<file path="config.mk">
export PLATFORM = sky130hd
export DESIGN_NAME = wta_inhibit_ctrl
export DESIGN_NICKNAME = d
export VERILOG_FILES = /design/src/rtl/wta_inhibit_ctrl.sv
export SDC_FILE = /design/constraint.sdc
export NUM_CORES = 1
export LEC_CHECK = 0
export BUFFER_PORTS_ARGS = -buffer_cell sky130_fd_sc_hd__buf_2
export CELL_PAD_IN_SITES_DETAIL_PLACEMENT = 0
export CELL_PAD_IN_SITES_GLOBAL_PLACEMENT = 1
export CORE_ASPECT_RATIO = 0.6
export CORE_MARGIN = 5
export CORE_UTILIZATION = 40
export DETAILED_ROUTE_END_ITERATION = 12
export GPL_ROUTABILITY_DRIVEN = 0
export PLACE_DENSITY = 0.78
export SETUP_SLACK_MARGIN = 0.3
export SYNTH_ARGS = -nofsm -noshare
export SYNTH_HDL_FRONTEND = slang
export SYNTH_SLANG_ARGS = --single-unit
</file>
<file path="constraint.sdc">
create_clock -name clk -period 2.05 [get_ports clk]
set_input_delay 0.205 -clock clk [delete_from_list [all_inputs] [get_ports clk]]
set_output_delay 0.205 -clock clk [all_outputs]
set_load 0.03 [all_outputs]
</file>
<file path="src/rtl/wta_inhibit_ctrl.sv">
// Winner-take-all lateral-inhibition controller: round-robin grant of one spiking
// neuron, timed inhibit window, winner handshake and saturating drop/suppression counters.
module wta_inhibit_ctrl #(
  parameter int NUM_NEURONS    = 4,
  parameter int IDX_W          = 2,
  parameter int CNT_W          = 4,
  parameter int INHIBIT_WINNER = 0
) (
  input  logic                   clk,
  input  logic                   reset,
  input  logic                   enable,
  input  logic [NUM_NEURONS-1:0] spikes_in,
  input  logic [CNT_W-1:0]       refrac_len,
  output logic [NUM_NEURONS-1:0] lat_inhibit,
  output logic                   winner_valid,
  output logic [IDX_W-1:0]       winner_idx,
  input  logic                   winner_ready,
  output logic                   inhibit_active,
  output logic [7:0]             drop_count,
  output logic [7:0]             supp_count
);

  typedef enum logic [0:0] {
    ST_IDLE    = 1'b0,
    ST_INHIBIT = 1'b1
  } state_t;

  // First requesting neuron at or above ptr, wrapping modulo NUM_NEURONS.
  function automatic logic [IDX_W-1:0] rr_pick(input logic [NUM_NEURONS-1:0] req,
                                               input logic [IDX_W-1:0]       ptr);
    logic [IDX_W-1:0] v_sel;
    logic             v_found;
    int               v_j;
    v_sel   = '0;
    v_found = 1'b0;
    for (int k = 0; k < NUM_NEURONS; k++) begin
      v_j = (int'(ptr) + k) % NUM_NEURONS;
      if (!v_found && req[v_j]) begin
        v_sel   = IDX_W'(v_j);
        v_found = 1'b1;
      end
    end
    return v_sel;
  endfunction

  function automatic logic [7:0] sat_inc8(input logic [7:0] v);
    return (v == 8'hFF) ? v : v + 8'd1;
  endfunction

  state_t                 r_state;
  logic [NUM_NEURONS-1:0] r_lat;
  logic                   r_valid;
  logic [IDX_W-1:0]       r_idx;
  logic                   r_active;
  logic [7:0]             r_drop;
  logic [7:0]             r_supp;
  logic [IDX_W-1:0]       r_rr;
  logic [CNT_W-1:0]       r_cnt;

  state_t                 w_state_nxt;
  logic [NUM_NEURONS-1:0] w_lat_nxt;
  logic                   w_valid_nxt;
  logic [IDX_W-1:0]       w_idx_nxt;
  logic                   w_active_nxt;
  logic [7:0]             w_drop_nxt;
  logic [7:0]             w_supp_nxt;
  logic [IDX_W-1:0]       w_rr_nxt;
  logic [CNT_W-1:0]       w_cnt_nxt;

  logic                   w_grant;
  logic                   w_xfer;
  logic [IDX_W-1:0]       w_winner;
  logic [NUM_NEURONS-1:0] w_mask;
  logic [CNT_W-1:0]       w_cnt_load;

  assign w_grant    = (r_state == ST_IDLE) && enable && (|spikes_in);
  assign w_xfer     = r_valid && winner_ready;
  assign w_winner   = rr_pick(spikes_in, r_rr);
  // A zero length still gives a one-cycle window.
  assign w_cnt_load = (refrac_len == '0) ? '0 : refrac_len - CNT_W'(1);

  // Inhibit pattern for the current winner.
  always_comb begin
    w_mask = '1;
    if (INHIBIT_WINNER == 0) begin
      w_mask[w_winner] = 1'b0;
    end else begin
      w_mask = '1;
    end
  end

  // Next-state, window timing, handshake and counter updates.
  always_comb begin
    w_state_nxt  = r_state;
    w_lat_nxt    = r_lat;
    w_valid_nxt  = r_valid;
    w_idx_nxt    = r_idx;
    w_active_nxt = r_active;
    w_drop_nxt   = r_drop;
    w_supp_nxt   = r_supp;
    w_rr_nxt     = r_rr;
    w_cnt_nxt    = r_cnt;

    case (r_state)
      ST_IDLE: begin
        if (w_grant) begin
          w_state_nxt  = ST_INHIBIT;
          w_lat_nxt    = w_mask;
          w_active_nxt = 1'b1;
          w_cnt_nxt    = w_cnt_load;
          if (w_winner == IDX_W'(NUM_NEURONS - 1)) begin
            w_rr_nxt = '0;
          end else begin
            w_rr_nxt = w_winner + IDX_W'(1);
          end
        end else begin
          w_lat_nxt    = '0;
          w_active_nxt = 1'b0;
        end
      end
      ST_INHIBIT: begin
        if (|spikes_in) begin
          w_supp_nxt = sat_inc8(r_supp);
        end else begin
          w_supp_nxt = r_supp;
        end
        if (!enable || (r_cnt == '0)) begin
          w_state_nxt  = ST_IDLE;
          w_lat_nxt    = '0;
          w_active_nxt = 1'b0;
          w_cnt_nxt    = '0;
        end else begin
          w_cnt_nxt = r_cnt - CNT_W'(1);
        end
      end
      default: begin
        w_state_nxt  = ST_IDLE;
        w_lat_nxt    = '0;
        w_active_nxt = 1'b0;
        w_cnt_nxt    = '0;
      end
    endcase

    // A grant that cannot be delivered still inhibits, but only the counter records it.
    if (w_grant) begin
      if (!r_valid || winner_ready) begin
        w_idx_nxt   = w_winner;
        w_valid_nxt = 1'b1;
      end else begin
        w_drop_nxt = sat_inc8(r_drop);
      end
    end else if (w_xfer) begin
      w_valid_nxt = 1'b0;
    end else begin
      w_valid_nxt = r_valid;
    end
  end

  // State and output registers.
  always_ff @(posedge clk or posedge reset) begin
    if (reset) begin
      r_state  <= ST_IDLE;
      r_lat    <= '0;
      r_valid  <= 1'b0;
      r_idx    <= '0;
      r_active <= 1'b0;
      r_drop   <= 8'd0;
      r_supp   <= 8'd0;
      r_rr     <= '0;
      r_cnt    <= '0;
    end else begin
      r_state  <= w_state_nxt;
      r_lat    <= w_lat_nxt;
      r_valid  <= w_valid_nxt;
      r_idx    <= w_idx_nxt;
      r_active <= w_active_nxt;
      r_drop   <= w_drop_nxt;
      r_supp   <= w_supp_nxt;
      r_rr     <= w_rr_nxt;
      r_cnt    <= w_cnt_nxt;
    end
  end

  assign lat_inhibit    = r_lat;
  assign winner_valid   = r_valid;
  assign winner_idx     = r_idx;
  assign inhibit_active = r_active;
  assign drop_count     = r_drop;
  assign supp_count     = r_supp;

endmodule

</file>
Word level (Yosys, flattened, before mapping). Cells that the tools add are included.

Divide/modulo/power cells: 0. $lt $le $gt $ge: 6. Bitwise gates (word level): 8. Add/subtract/negate cells: 8. Reduce and logical (&&, ||, !) cells: 26. Eq/ne operators: 6. Multiply operators: 0. Mux-type cells: 36. Shift operators: 0.

Operators with widths (number): $mux 4 (5); $mux 1 (17); $add 8x1->8 const B (2); $eq 8x8->1 const B (2); $pmux 4 s2 (2); $lt 3x4->1 const B (3); $mux 2 (5); $bmux 1 s2 (4); $logic_not 4->1 (2); $sub 4x1->4 const B (2); $logic_and 1x1->1 (7); $lt 2x3->1 const B (2); $reduce_and 2->1 (3); $reduce_and 3->1 (2); $reduce_or 2->1 (3); $logic_not 1->1 (5); $add 2x1->2 const B (2); $add 2x2->2 const B (2); $ne 2x1->1 const B (2); $not 1->1 (4); $not 4->4 (1); $pmux 1 s2 (2); $reduce_or 4->1 (1); $and 1x1->1 const A (3); other kinds (6) (7).

Register bits after elaboration: 31. Input port bits: 12. Latch bits: 0. Memories: 0. Bits in read-only memories: 0. Word-level logic and storage cells: 99. RAM bits: 0.

Logic depth before layout (Yosys ltp).
Depth after elaboration: 21. Mapped depth: 6. Depth with buffers taken out: 6.

Worst setup path before layout. OpenSTA, ideal clock, no wires.

Path type: flip-flop to flip-flop. From: register r_drop[0], in the netlist drop_count[0]. To: register r_drop[1], in the netlist drop_count[1]. Setup time: 0.125 ns. Data arrival time: 1.611 ns. Stages on the path, launching flop included: 6. Setup slack: 0.314 ns. Path buffers: 0. Cell sequence: dfrtp_1 ha_1 nand3_1 o21ai_1 nor2_2 mux2_4.

Word-level cells in the longest chain between the ends: 3. Elaborated cells on any way between the ends: 4. Those cells by class: 1 x add/sub; 1 x eq/ne; 1 x bitwise; 1 x reduce/logical.

Ends and longest elaborated chain: start, declared (line 55) `logic [7:0] r_drop;`; start signal, assigned (line 177) `r_drop <= w_drop_nxt;`; parallel branches: the longest is 3 deep, another holds $add 8x1->8.

Parallel ways; which one is timed is not known. A chain may end at the register's enable or synchronous reset.

Final worst setup path.
From: register r_supp[0], in the netlist supp_count[0]. To: register r_supp[1], in the netlist supp_count[1].

Word-level cells in the longest chain between the ends: 3. Elaborated cells on any way between the ends: 4. Those cells by class: 1 x add/sub; 1 x eq/ne; 1 x bitwise; 1 x reduce/logical.

Ends and longest elaborated chain: start, declared (line 56) `logic [7:0] r_supp;`; start signal, assigned (line 178) `r_supp <= w_supp_nxt;`; parallel branches: the longest is 3 deep, another holds $add 8x1->8.

Parallel ways; which one is timed is not known.

==> summary.md <==
| Metric | Value |
|---|---|
| Cell count after synthesis | 153 |
| GR Util All Layers | 13.5% |
| DRT Wirelength | 3440 um |
| Initial core utilization | 42.5% |
| Die X | 91.5 um |
| Status | completed |
| # diodes | 0 |
| Syn. warnings | 0 |
| Main synth FF type | dfrtp_1 |
| Hold crit path type | in2reg |
| Most frequent cells in the layout | buf_2 (35), dfrtp_1 (31), nand2_1 (13), inv_1 (13), o21ai_0 (9) |
| Crit path capture type | register |
| Area delta synth->final | 24.5% |
| Post-route DRC | 0 |
| Crit path DAT | 1.79 ns |
| Post-synth ARST share | 100% |
| Max-Cap Viols | 0 |
| Seq/Total Area, Yosys | 48.7% |
| Routed vias | 1,287 |
| Clk buf depth | 2 |
| Final Hold Violating Endpoints | 0 |
| Nets@finish | 217 |
| # rows | 17 |
| H-tree Lvls | 2 |
| TNS Setup | 0 ns |
| Post-layout minimum cycle time | 1.63 ns |
| Final setup vio count | 0 |
| Vias/cell | 5.23 |
| Commonest non-fill, non-tap cell in the layout | buf_2 |
| Pwr Density | 1400 nW/um^2 |
| CP max stage delay | 0.46 ns |
| Fraction of layout cells with a size suffix above 1 | 29.1% |
| Kind of cell adding the most delay to the critical path | flip-flops |
| Startpoint Class | register |
| Placement Cell Area | 1840 um^2 |
| CP Cell Sequence | ha_1 -> a41oi_4 -> mux2_2 |
| Worst Skew | 0.00329 ns |
| Number of synthesized flops with an enable pin | 0 |
| CTS tree | yes |
| # IOs | 36 |
| Worst slew margin | 60.1% |
| Clock Pin Slew Worst Setup and Hold Paths | 0.06 ns |
| Full die area | 5390 um^2 |
| CTS buffer count | 5 |
| Worst EP required | 2.22 ns |
| Post-CTS Setup Inserts | 0 |
| Total power | 0.00278 W |
| Fin. max-slew vios | 0 |
| Setup Crit Path Kind | reg2reg |
| Count of different cell masters after synthesis | 40 |
| Post-Syn Area | 1590 um^2 |
| Vias in the first global route | 1,183 |
| Final worst-path cycle share | 79.3% |
| Post-route ant nets | 0 |
| Post-DP HPWL | 2590 um |
| Pre-antenna DRT Iters | 5 |
| Syn_area_per_cell | 10.4 um^2 |
| Buf+Inv Stages, Crit Path | 0 |
| Initial antenna violation count | 0 |
| FF+latch count, synth | 31 |
| Root Driver | clkbuf_8 |
| Total grt overflow | 0 |
| Iteration-0 DRC count of the detailed router | 54 |
| Die Y | 58.9 um |
| Skew-Pair Late Insertion Delay | 0.28 ns |
| CP max FO | 8 |
| Post-Layout Inst Area | 1980 um^2 |
| Syn Nets | 172 |
| Lkg Pwr | 0.970 nW |
| Worst VDD drop | 0.732 mV |
| Slowest CP cell | dfrtp_1 |
| Worst Max-Slew Pin Slew | 0.590 ns |
| Clock sink count | 31 |
| Max frequency | 615 MHz |
| RSZ-0062 raised after global routing | no |
| Drt wl/cell | 14.0 um |
| I/O Buffers | 35 |
| First-pass GRT wire length | 5730 um |
| Core Area | 3740 um^2 |
| Largest net degree at the start of global routing | 32 |
-- worst register-to-register path, stage by stage (launching register included) --
cell and delay [ns]:
dfrtp_1 0.46, ha_1 0.32, a41oi_4 0.36, mux2_2 0.37
-- power by group --
group	switching, W	internal (W)
sequential	0.000240	0.000838
combinational	0.000748	0.000440
clock	0.000210	0.000306
-- flip-flops by register name, indices dropped and copies added (netlist names) --
signal and count:
winner_idx 2, winner_valid 1, r_state 1, drop_count 8, r_rr 2, supp_count 8, inhibit_active 1, r_cnt 4
lat_inhibit 4
-- metrics by stage --
step	worst slack, ns	util (%)	instances	hold slack [ns]
6_report	0.425	53.0	246	0.155
5_1_grt	0.321	53.0	246	0.157
4_1_cts	0.375	52.2	246	0.147
3_5_place_dp	0.325	49.3	237	0.303
3_3_place_gp	0.354	49.3	237	0.302
2_1_floorplan	0.314	-	153	0.309
-- logic make-up (layout without fill, tap and decap cells) --
group / after synthesis / after routing / share of synthesized area, %
flip-flops: 31 / 31 / 48.7
AO/OA/AOI/OAI: 28 / 28 / 11.8
multiplexers: 7 / 7 / 5.03
AND/OR/NAND/NOR: 51 / 51 / 17.4
adder cells (fa/ha/maj): 7 / 7 / 5.50
buffers and inverters: 15 / 61 / 3.85
XOR/XNOR: 14 / 14 / 7.70
-- synthesized netlist by cell type (3+ instances only) --
library cell   n  share of area (%)
dfrtp_1       31                 49
inv_1         13                3.1
nand2_1       13                3.1
o21ai_0        9                2.8
xor2_1         8                4.4
ha_1           7                5.5
a21oi_1        6                1.9
nor3_1         6                1.9
xnor2_1        6                3.3
nand3_1        5                1.6
nand4_1        5                2.0
nor2_1         4               0.94
mux2_2         3                2.1
nor4_1         3                1.2
-- timing repair --
action                                  in CTS  in global routing
endpoints found under the setup margin       0                 10
hold endpoints to repair                    28                  0
gates resized for setup                      0                  4
hold buffers                                 1                  0
-- layout make-up --
| cell class | count | area (um^2) |
|---|---|---|
| Fill cell | 339 | 1760 |
| Multi-Input combinational cell | 107 | 785 |
| Sequential cell | 31 | 776 |
| Timing Repair Buffer | 40 | 215 |
| Clock buffer | 8 | 100 |
| Tap cell | 47 | 58.8 |
| Inverter | 13 | 48.8 |
-- final timing paths --
path / endpoint / depth (start not counted) / slack [ns] / from
max: supp_count[1]$_DFFE_PP0P_ / 3 / 0.42 / supp_count[0]$_DFFE_PP0P_
min in group asynchronous: drop_count[7]$_DFFE_PP0P_ / 4 / 0.55 / reset
max reg2reg: supp_count[1]$_DFFE_PP0P_ / 3 / 0.42 / supp_count[0]$_DFFE_PP0P_
min reg2reg: inhibit_active$_DFFE_PP0P_ / 2 / 0.48 / inhibit_active$_DFFE_PP0P_
max in group asynchronous: supp_count[0]$_DFFE_PP0P_ / 4 / 1.22 / reset
min: winner_valid$_DFFE_PP0P_ / 2 / 0.15 / winner_ready
-- per-layer routing --
layer	up-vias	part of all wire [%]	track usage (%)
li1	636	-	-
met1	611	51	19.9
met2	34	43	17.8
met3	6	5.1	3.96
met4	0	1.4	6.28
met5	-	0	0
No activity file was read; power rests on OpenSTA's default activity.
